[src/rtl/bcd_convert_arbiter_if.sv]
// Request/ack bundle between two display requesters and the shared BCD conversion engine.
interface bcd_convert_arbiter_if #(
  parameter int unsigned SIZE = 8
);
  logic            req0;
  logic [SIZE-1:0] bin0;
  logic            ack0;
  logic            req1;
  logic [SIZE-1:0] bin1;
  logic            ack1;
  logic            busy;
  logic            grant_id;
  logic [3:0]      ones;
  logic [3:0]      tens;
  logic [3:0]      hundreds;

  modport master (
    output req0, bin0, req1, bin1,
    input  ack0, ack1, busy, grant_id, ones, tens, hundreds
  );

  modport slave (
    input  req0, bin0, req1, bin1,
    output ack0, ack1, busy, grant_id, ones, tens, hundreds
  );
endinterface

[src/rtl/bcd_convert_arbiter.sv]
// One sequential double-dabble binary-to-BCD engine shared round-robin between two requesters.
// Operand is captured at grant, converted over SIZE shift cycles, result held until the next completion.
module bcd_convert_arbiter #(
  parameter int unsigned SIZE = 8
) (
  input  logic                   clk,
  input  logic                   reset,
  bcd_convert_arbiter_if.slave   bus
);
  localparam int unsigned SR_W  = 20;
  localparam int unsigned OP_W  = 8;
  localparam int unsigned PAD_W = OP_W - SIZE;
  localparam int unsigned CNT_W = $clog2(SIZE + 1);

  typedef enum logic [1:0] {IDLE, SHIFT, DONE} state_t;

  state_t           state_q, state_d;
  logic [SR_W-1:0]  sr_q, sr_d;
  logic [CNT_W-1:0] cnt_q, cnt_d;
  logic             grant_q, grant_d;
  logic             last_q, last_d;
  logic [3:0]       ones_q, ones_d;
  logic [3:0]       tens_q, tens_d;
  logic [3:0]       hundreds_q, hundreds_d;
  logic             ack0_q, ack0_d;
  logic             ack1_q, ack1_d;
  logic             busy_q, busy_d;

  logic [SR_W-1:0]  sr_adj;
  logic [SR_W-1:0]  sr_shift;
  logic             any_req;
  logic             pick;
  logic [SIZE-1:0]  bin_pick;
  logic [OP_W-1:0]  operand;

  // One double-dabble iteration: add-3 on each BCD nibble >= 5, then shift left.
  always_comb begin
    sr_adj = sr_q;
    for (int i = 0; i < 3; i++) begin
      if (sr_q[8 + 4*i +: 4] >= 4'd5) begin
        sr_adj[8 + 4*i +: 4] = sr_q[8 + 4*i +: 4] + 4'd3;
      end
    end
    sr_shift = {sr_adj[SR_W-2:0], 1'b0};
  end

  // Round-robin pick: on a tie the requester that did not win last time is served.
  always_comb begin
    any_req  = bus.req0 | bus.req1;
    pick     = (bus.req0 & bus.req1) ? ~last_q : bus.req1;
    bin_pick = pick ? bus.bin1 : bus.bin0;
    operand  = OP_W'(bin_pick) << PAD_W;
  end

  // Next-state and next-output logic.
  always_comb begin
    state_d    = state_q;
    sr_d       = sr_q;
    cnt_d      = cnt_q;
    grant_d    = grant_q;
    last_d     = last_q;
    ones_d     = ones_q;
    tens_d     = tens_q;
    hundreds_d = hundreds_q;
    ack0_d     = 1'b0;
    ack1_d     = 1'b0;

    unique case (state_q)
      IDLE: begin
        if (any_req) begin
          state_d = SHIFT;
          sr_d    = {12'd0, operand};
          cnt_d   = '0;
          grant_d = pick;
          last_d  = pick;
        end
      end
      SHIFT: begin
        sr_d  = sr_shift;
        cnt_d = cnt_q + CNT_W'(1);
        if (cnt_q == CNT_W'(SIZE - 1)) begin
          state_d    = DONE;
          ones_d     = sr_shift[11:8];
          tens_d     = sr_shift[15:12];
          hundreds_d = sr_shift[19:16];
          ack0_d     = ~grant_q;
          ack1_d     = grant_q;
        end
      end
      DONE: begin
        state_d = IDLE;
      end
      default: begin
        state_d = IDLE;
      end
    endcase

    busy_d = (state_d != IDLE);
  end

  // State and registered outputs; reset abandons any conversion in flight.
  always_ff @(posedge clk) begin
    if (reset) begin
      state_q    <= IDLE;
      sr_q       <= '0;
      cnt_q      <= '0;
      grant_q    <= 1'b0;
      last_q     <= 1'b1;
      ones_q     <= 4'd0;
      tens_q     <= 4'd0;
      hundreds_q <= 4'd0;
      ack0_q     <= 1'b0;
      ack1_q     <= 1'b0;
      busy_q     <= 1'b0;
    end else begin
      state_q    <= state_d;
      sr_q       <= sr_d;
      cnt_q      <= cnt_d;
      grant_q    <= grant_d;
      last_q     <= last_d;
      ones_q     <= ones_d;
      tens_q     <= tens_d;
      hundreds_q <= hundreds_d;
      ack0_q     <= ack0_d;
      ack1_q     <= ack1_d;
      busy_q     <= busy_d;
    end
  end

  assign bus.ack0     = ack0_q;
  assign bus.ack1     = ack1_q;
  assign bus.busy     = busy_q;
  assign bus.grant_id = grant_q;
  assign bus.ones     = ones_q;
  assign bus.tens     = tens_q;
  assign bus.hundreds = hundreds_q;
endmodule

[src/flat_wrapper.sv]
// flat-port wrapper written by rule: the top's interface ports become plain ports
module bcd_convert_arbiter_flat 
#(
  parameter int unsigned SIZE = 8
)
  (clk, reset, bus_req0, bus_bin0, bus_req1, bus_bin1, bus_ack0, bus_ack1, bus_busy, bus_grant_id, bus_ones, bus_tens, bus_hundreds);
  bcd_convert_arbiter_if #(.SIZE(SIZE)) bus_i ();
  input  logic clk;
  input  logic reset;
  input wire logic [$bits(bus_i.req0)-1:0] bus_req0;
  input wire logic [$bits(bus_i.bin0)-1:0] bus_bin0;
  input wire logic [$bits(bus_i.req1)-1:0] bus_req1;
  input wire logic [$bits(bus_i.bin1)-1:0] bus_bin1;
  output wire logic [$bits(bus_i.ack0)-1:0] bus_ack0;
  output wire logic [$bits(bus_i.ack1)-1:0] bus_ack1;
  output wire logic [$bits(bus_i.busy)-1:0] bus_busy;
  output wire logic [$bits(bus_i.grant_id)-1:0] bus_grant_id;
  output wire logic [$bits(bus_i.ones)-1:0] bus_ones;
  output wire logic [$bits(bus_i.tens)-1:0] bus_tens;
  output wire logic [$bits(bus_i.hundreds)-1:0] bus_hundreds;
  assign bus_i.req0 = bus_req0;
  assign bus_i.bin0 = bus_bin0;
  assign bus_i.req1 = bus_req1;
  assign bus_i.bin1 = bus_bin1;
  assign bus_ack0 = bus_i.ack0;
  assign bus_ack1 = bus_i.ack1;
  assign bus_busy = bus_i.busy;
  assign bus_grant_id = bus_i.grant_id;
  assign bus_ones = bus_i.ones;
  assign bus_tens = bus_i.tens;
  assign bus_hundreds = bus_i.hundreds;
  bcd_convert_arbiter #(.SIZE(SIZE)) u_core (.clk(clk), .reset(reset), .bus(bus_i));
endmodule
[config.mk]
export PLATFORM = sky130hd
export DESIGN_NAME = bcd_convert_arbiter_flat
export DESIGN_NICKNAME = d
export VERILOG_FILES = /design/src/rtl/bcd_convert_arbiter_if.sv /design/src/rtl/bcd_convert_arbiter.sv /design/src/flat_wrapper.sv
export SDC_FILE = /design/constraint.sdc
export NUM_CORES = 1
export LEC_CHECK = 0
export BUFFER_PORTS_ARGS = -buffer_cell sky130_fd_sc_hd__buf_2
export CORE_MARGIN = 2
export CORE_UTILIZATION = 45
export DETAILED_ROUTE_END_ITERATION = 8
export PLACE_DENSITY = 0.67
export SLEW_MARGIN = 15
export SYNTH_ARGS = -nofsm -noshare
export SYNTH_HDL_FRONTEND = slang
export SYNTH_SLANG_ARGS = --single-unit
[constraint.sdc]
create_clock -name clk -period 2 [get_ports clk]
set_clock_uncertainty 0.15 [all_clocks]
set_input_delay 0.1 -clock clk [delete_from_list [all_inputs] [get_ports clk]]
set_output_delay 0.1 -clock clk [all_outputs]
set_load 0.02 [all_outputs]
### Word level (Yosys, flattened, before mapping)

Index checks and enable logic that the tools add are counted.
W data, S select, Z words.

* logic and storage cells: 46
* input bits: 20
* output and inout port bits: 16
* flip-flop bits (word level): 43
* memories: 0
* RAM bits: 0
* latch bits: 0
* ROM bits: 0

* muxes and demuxes: 12
* bitwise operators: 6
* reductions and logical operators: 7
* eq/ne operators: 3
* div/mod/pow operators: 0
* shifts and indexed selects: 0
* order comparisons: 3
* $add $sub $neg: 4
* multiply operators: 0

Operator list (number)
* $pmux W20 S2: 1
* $mux W20: 1
* $ge A4 B3 Y1 const B: 3
* $mux W4: 3
* $add A4 B2 Y4 const B: 2
* $mux W8: 1
* $pmux W4 S2: 1
* $reduce_and A2 Y1: 3
* $add A4 B1 Y4 const B: 1
* $eq A4 B3 Y1 const B: 1
* $mux W2: 2
* $not A1 Y1: 4
* $pmux W2 S2: 1
* $reduce_bool A2 Y1: 2
* $add A3 B2 Y3 const B: 1
* $mux W3: 1
* $reduce_or A3 Y1: 1
* $eq A2 B1 Y1 const B: 1
* $logic_not A2 Y1: 1
* $ne A2 B1 Y1 const B: 1
* $and A1 B1 Y1: 1
* $mux W1: 1
* $or A1 B1 Y1: 1

### Depth between registers and ports, before layout

* depth after elaboration: 5
* depth in mapped cells: 6
* mapped depth without buffers: 6

### Worst setup path after synthesis

OpenSTA, ideal clock, no wires.

* path kind: register to register
* from: reg u_core.cnt_q[0]
* to: reg u_core.hundreds_q[2] (netlist: u_core.bus.hundreds[2])
* data arrival time: 1.316 ns
* data required time: 1.736 ns
* period minus slack after synthesis: 1.580 ns
* setup slack: 0.420 ns
* stages on the path, launching flop included: 7
* library setup time: 0.114 ns
* path buffers: 1
* cells stage by stage: dfxtp_1 -> ha_1 -> nand4b_2 -> or2_1 -> buf_6 -> and3_1 -> a21o_1

* longest elaborated chain between the ends: 2

RTL lines
* start, declared: line bcd_convert_arbiter.sv:19 `logic [CNT_W-1:0] cnt_q, cnt_d;`
* start signal, assigned: line bcd_convert_arbiter.sv:118 `cnt_q <= cnt_d;`
* $eq A4 B3 Y1: line bcd_convert_arbiter.sv:81 `if (cnt_q == CNT_W'(SIZE - 1)) begin`
* $reduce_and A2 Y1 (no source line)
* end signal, assigned: line bcd_convert_arbiter.sv:123 `hundreds_q <= hundreds_d;`
* end, declared: line bcd_convert_arbiter.sv:24 `logic [3:0] hundreds_q, hundreds_d;`

Every way passes these cells.
A chain may end at the register's enable or synchronous reset.

### Worst setup path after layout

* from: reg u_core.last_q
* to: reg u_core.sr_q[4]

* longest elaborated chain between the ends: 5

RTL lines
* start, declared: line bcd_convert_arbiter.sv:21 `logic last_q, last_d;`
* start signal, assigned: line bcd_convert_arbiter.sv:120 `last_q <= last_d;`
* $not A1 Y1: line bcd_convert_arbiter.sv:50 `pick = (bus.req0 & bus.req1) ? ~last_q : bus.req1;`
* $mux W1: line bcd_convert_arbiter.sv:50
* $mux W8: line bcd_convert_arbiter.sv:51 `bin_pick = pick ? bus.bin1 : bus.bin0;`
* $mux W20: line bcd_convert_arbiter.sv:70 `if (any_req) begin`
* $pmux W20 S2: line bcd_convert_arbiter.sv:68 `unique case (state_q)`
* end signal, assigned: line bcd_convert_arbiter.sv:117 `sr_q <= sr_d;`
* end, declared: line bcd_convert_arbiter.sv:18 `logic [SR_W-1:0] sr_q, sr_d;`

Every way passes these cells. The select of a mux whose other input is x is not followed.

==> run summary <==
## Run status
• **status** finished clean

## Synthesis
• **largest cells by area after synthesis** sky130_fd_sc_hd__dfxtp_1 (45%), sky130_fd_sc_hd__mux2i_1 (7.3%), sky130_fd_sc_hd__ha_1 (4.5%)
• **proportion of synthesized chip area in sequential cells** 44.6%
• **number of enable flip-flop cells after synthesis** 0
• **area fraction of the dominant cell type after synthesis** 44.6%
• **summed instance area of the synthesized netlist** 1930 µm²
• **post-synthesis area per instance** 9.80 µm²
• **net count after synthesis** 224
• **number of distinct library cell variants in the gate-level netlist after synthesis** 41
• **synthesized flop and latch total** 43
• **Syn. warnings** 0
• **gate count after technology mapping** 197
• **predominant post-synthesis flop cell** sky130_fd_sc_hd__dfxtp_1
• **cell type contributing the most total cell area after synthesis** sky130_fd_sc_hd__dfxtp_1
• **async set-or-reset flop fraction in the synthesized netlist** 0%

## Timing
• **final critical-path share of the clock period** 90.4%
• **final hold slack** 0.0748 ns
• **slew of the pin with the lowest slew margin** 0.441 ns
• **Total Negative Setup Slacks** 0 ns
• **minimum clock period after layout** 1.81 ns
• **setup violators final** 0
• **Max Fclk** 553 MHz
• **setup repair after global routing missed its margin** no
• **final hold viol count** 0
• **headroom to the max-slew limit** 70.5%
• **max-slew violation count** 0
• **Final WS setup** 0.191 ns

## Pwr
• **Leak** 1.09 nW
• **part of the total power dissipated in sequential elements** 56.1%
• **Max rail drop VDD** 0.337 mV
• **ratio of total power to cell area** 663 nW/µm²
• **switching power** 0.000380 W
• **part of the power in combinational logic** 10.6%
• **cell internal power dissipation** 0.00121 W
• **Final Total Pwr** 0.00159 W
• **proportion of total power due to net switching** 23.9%
• **Clock Power Share** 33.3%

## Clocking
• **source-to-sink clock delay at the later pin of the worst-skew pair** 0.29 ns
• **maximum level of the CTS H-tree** 2
• **clock tree from TritonCTS** done
• **clock input transition at the sequential cells of the worst setup and hold paths** 0.07 ns
• **post-CTS repair timing setup buffer count** 0
• **root buf cell** sky130_fd_sc_hd__clkbuf_8
• **Bufs on Longest Clock Path** 2
• **number of sinks driven by the clock tree** 43
• **number of CTS-inserted buffers** 5

## Global routing
• **antenna violations before repair** 0
• **Congestion Overflow GR** 0
• **GRT Total Usage** 18.6%
• **first-pass GRT wire length** 7160 µm
• **pin count of the biggest net entering global routing** 25
• **number of global-route vias before repair** 1569

## Detailed routing
• **count of routing violations after the opening detailed-route iteration** 96
• **total detailed-routing wirelength** 4350 µm
• **number of antenna-violating nets in the routed design** 0
• **DRC** 0
• **total via count in the routed design** 1632
• **post-detailed-route via-to-cell ratio** 5.40
• **Avg WL per Cell** 14.4 µm
• **router iterations before antenna repair** 5

## Floorplan
• **die area** 4830 µm²
• **width of the die** 69.5 µm
• **core area** 4060 µm²
• **Placement Rows** 23
• **initial standard-cell utilization of the core** 47.6%
• **number of I/O pins** 36
• **chip height** 69.5 µm

## Layout
• **share of cells above drive strength 1** 23.8%
• **final core occ** 59.1%
• **layout overhead on the synthesized area** 24.3%
• **Fillers** 359
• **top library cells by usage in the layout, fill and taps aside** sky130_fd_sc_hd__dfxtp_1 (43), sky130_fd_sc_hd__buf_2 (35), sky130_fd_sc_hd__nor2_1 (19)
• **commonest non-fill, non-tap cell in the layout** sky130_fd_sc_hd__dfxtp_1
• **number of inserted diodes** 0
• **number of nets in the finished design** 278

## Setup path
• **worst reg-to-reg path cell count** 5
• **critical-path maximum fanout** 10
• **endpoint required time on the critical path** 2.01 ns
• **kind of start point of the critical path** register
• **critical path endpoint category** register
• **Worst Path Arrival** 1.82 ns
• **worst setup path category** register to register

## Run
• **# Max-Cap Violations** 0

## Place
• **HPWL after detailed placement** 2850 µm
• **final weighted congestion in routability-driven placement** 0.802
• **I/O Buffers** 35
• **minimum setup slack after placement** 0.273 ns

## Min path
• **Tightest Hold Check Type** input pin to register
• **number of instances on the worst hold path** 3

## layer usage
metal  wire, µm  share of wire, %  vias up  global-route usage, %
li1           -                 -      826                      -
met1       1920                44      755                   22.7
met2       2120                49       40                   29.9
met3        175               4.0       11                   4.94
met4        128               2.9        0                   9.59
met5          0                 0        -                      0
## registers in the layout, indices dropped and copies added (netlist names), 2 cells and up
name and cells:
u_core.sr_q 20, u_core.bus.hundreds 4, u_core.bus.ones 4, u_core.bus.tens 4, u_core.cnt_q 4, u_core.state_q 2
## final cells by class
class	instances	area (µm²)	share of cell area, %
multi-input cells	135	973	40.6
flip-flops and latches	43	861	35.9
clock inverters	2	12.5	0.521
clock buffers	6	72.6	3.02
inverters	8	30.0	1.25
well taps	50	62.6	2.61
repair buffers	58	388	16.2
## cell usage after synthesis, types with 6 or more instances
master and number:
sky130_fd_sc_hd__a22oi_1 9, sky130_fd_sc_hd__a21o_1 6, sky130_fd_sc_hd__dfxtp_1 43, sky130_fd_sc_hd__inv_1 7, sky130_fd_sc_hd__mux2i_1 14, sky130_fd_sc_hd__nor2_1 19, sky130_fd_sc_hd__a21oi_1 7, sky130_fd_sc_hd__ha_1 7
sky130_fd_sc_hd__o22ai_1 7
## metrics by stage
step                      instance area [µm²]  cells
after floorplan                          1930    197
after global routing                     2400    302
after CTS                                2400    302
after global placement                   2150    278
after detailed placement                 2150    278
final                                    2400    302
## power by group through the flow
stage	sequential (W)	clock, W	combinational, W
2_1_floorplan	0.000912	0	0.0000853
3_3_place_gp	0.000912	0	0.000131
3_5_place_dp	0.000913	0	0.000133
4_1_cts	0.000892	0.000543	0.000165
5_1_grt	0.000895	0.000586	0.000183
6_report	0.000893	0.000529	0.000168
## worst paths after layout
path	endpoint	from	slack, ns
worst max-delay path	u_core.sr_q[4]	u_core.last_q	0.19
worst min-delay path	u_core.last_q	reset	0.07
worst max register to register	u_core.sr_q[4]	u_core.last_q	0.19
worst min register to register	u_core.bus.ones[0]	u_core.bus.ones[0]	0.32
## what timing repair did
item / in CTS / in global routing
endpoints found under the hold margin: 8 / 0
hold buffers: 16 / 0
resized for setup: 0 / 0
endpoints found under the setup margin: 0 / 0
## cells by family after synthesis
family	Yosys count	synth area share (%)
simple gates	56	16.5
buf+inv	19	4.99
fa+ha+maj	7	4.54
flops	43	44.6
compound gates	55	20.7
mux	14	7.26
xor+xnor	3	1.36
## critical path: stages (launching register included)
cell and delay, ns:
sky130_fd_sc_hd__dfxtp_1 0.31, sky130_fd_sc_hd__a21boi_1 0.12, sky130_fd_sc_hd__buf_4 0.22, sky130_fd_sc_hd__mux2i_1 0.21, sky130_fd_sc_hd__dlygate4sd3_1 0.58, sky130_fd_sc_hd__o22ai_1 0.08
(Power assumes the default switching activity.)
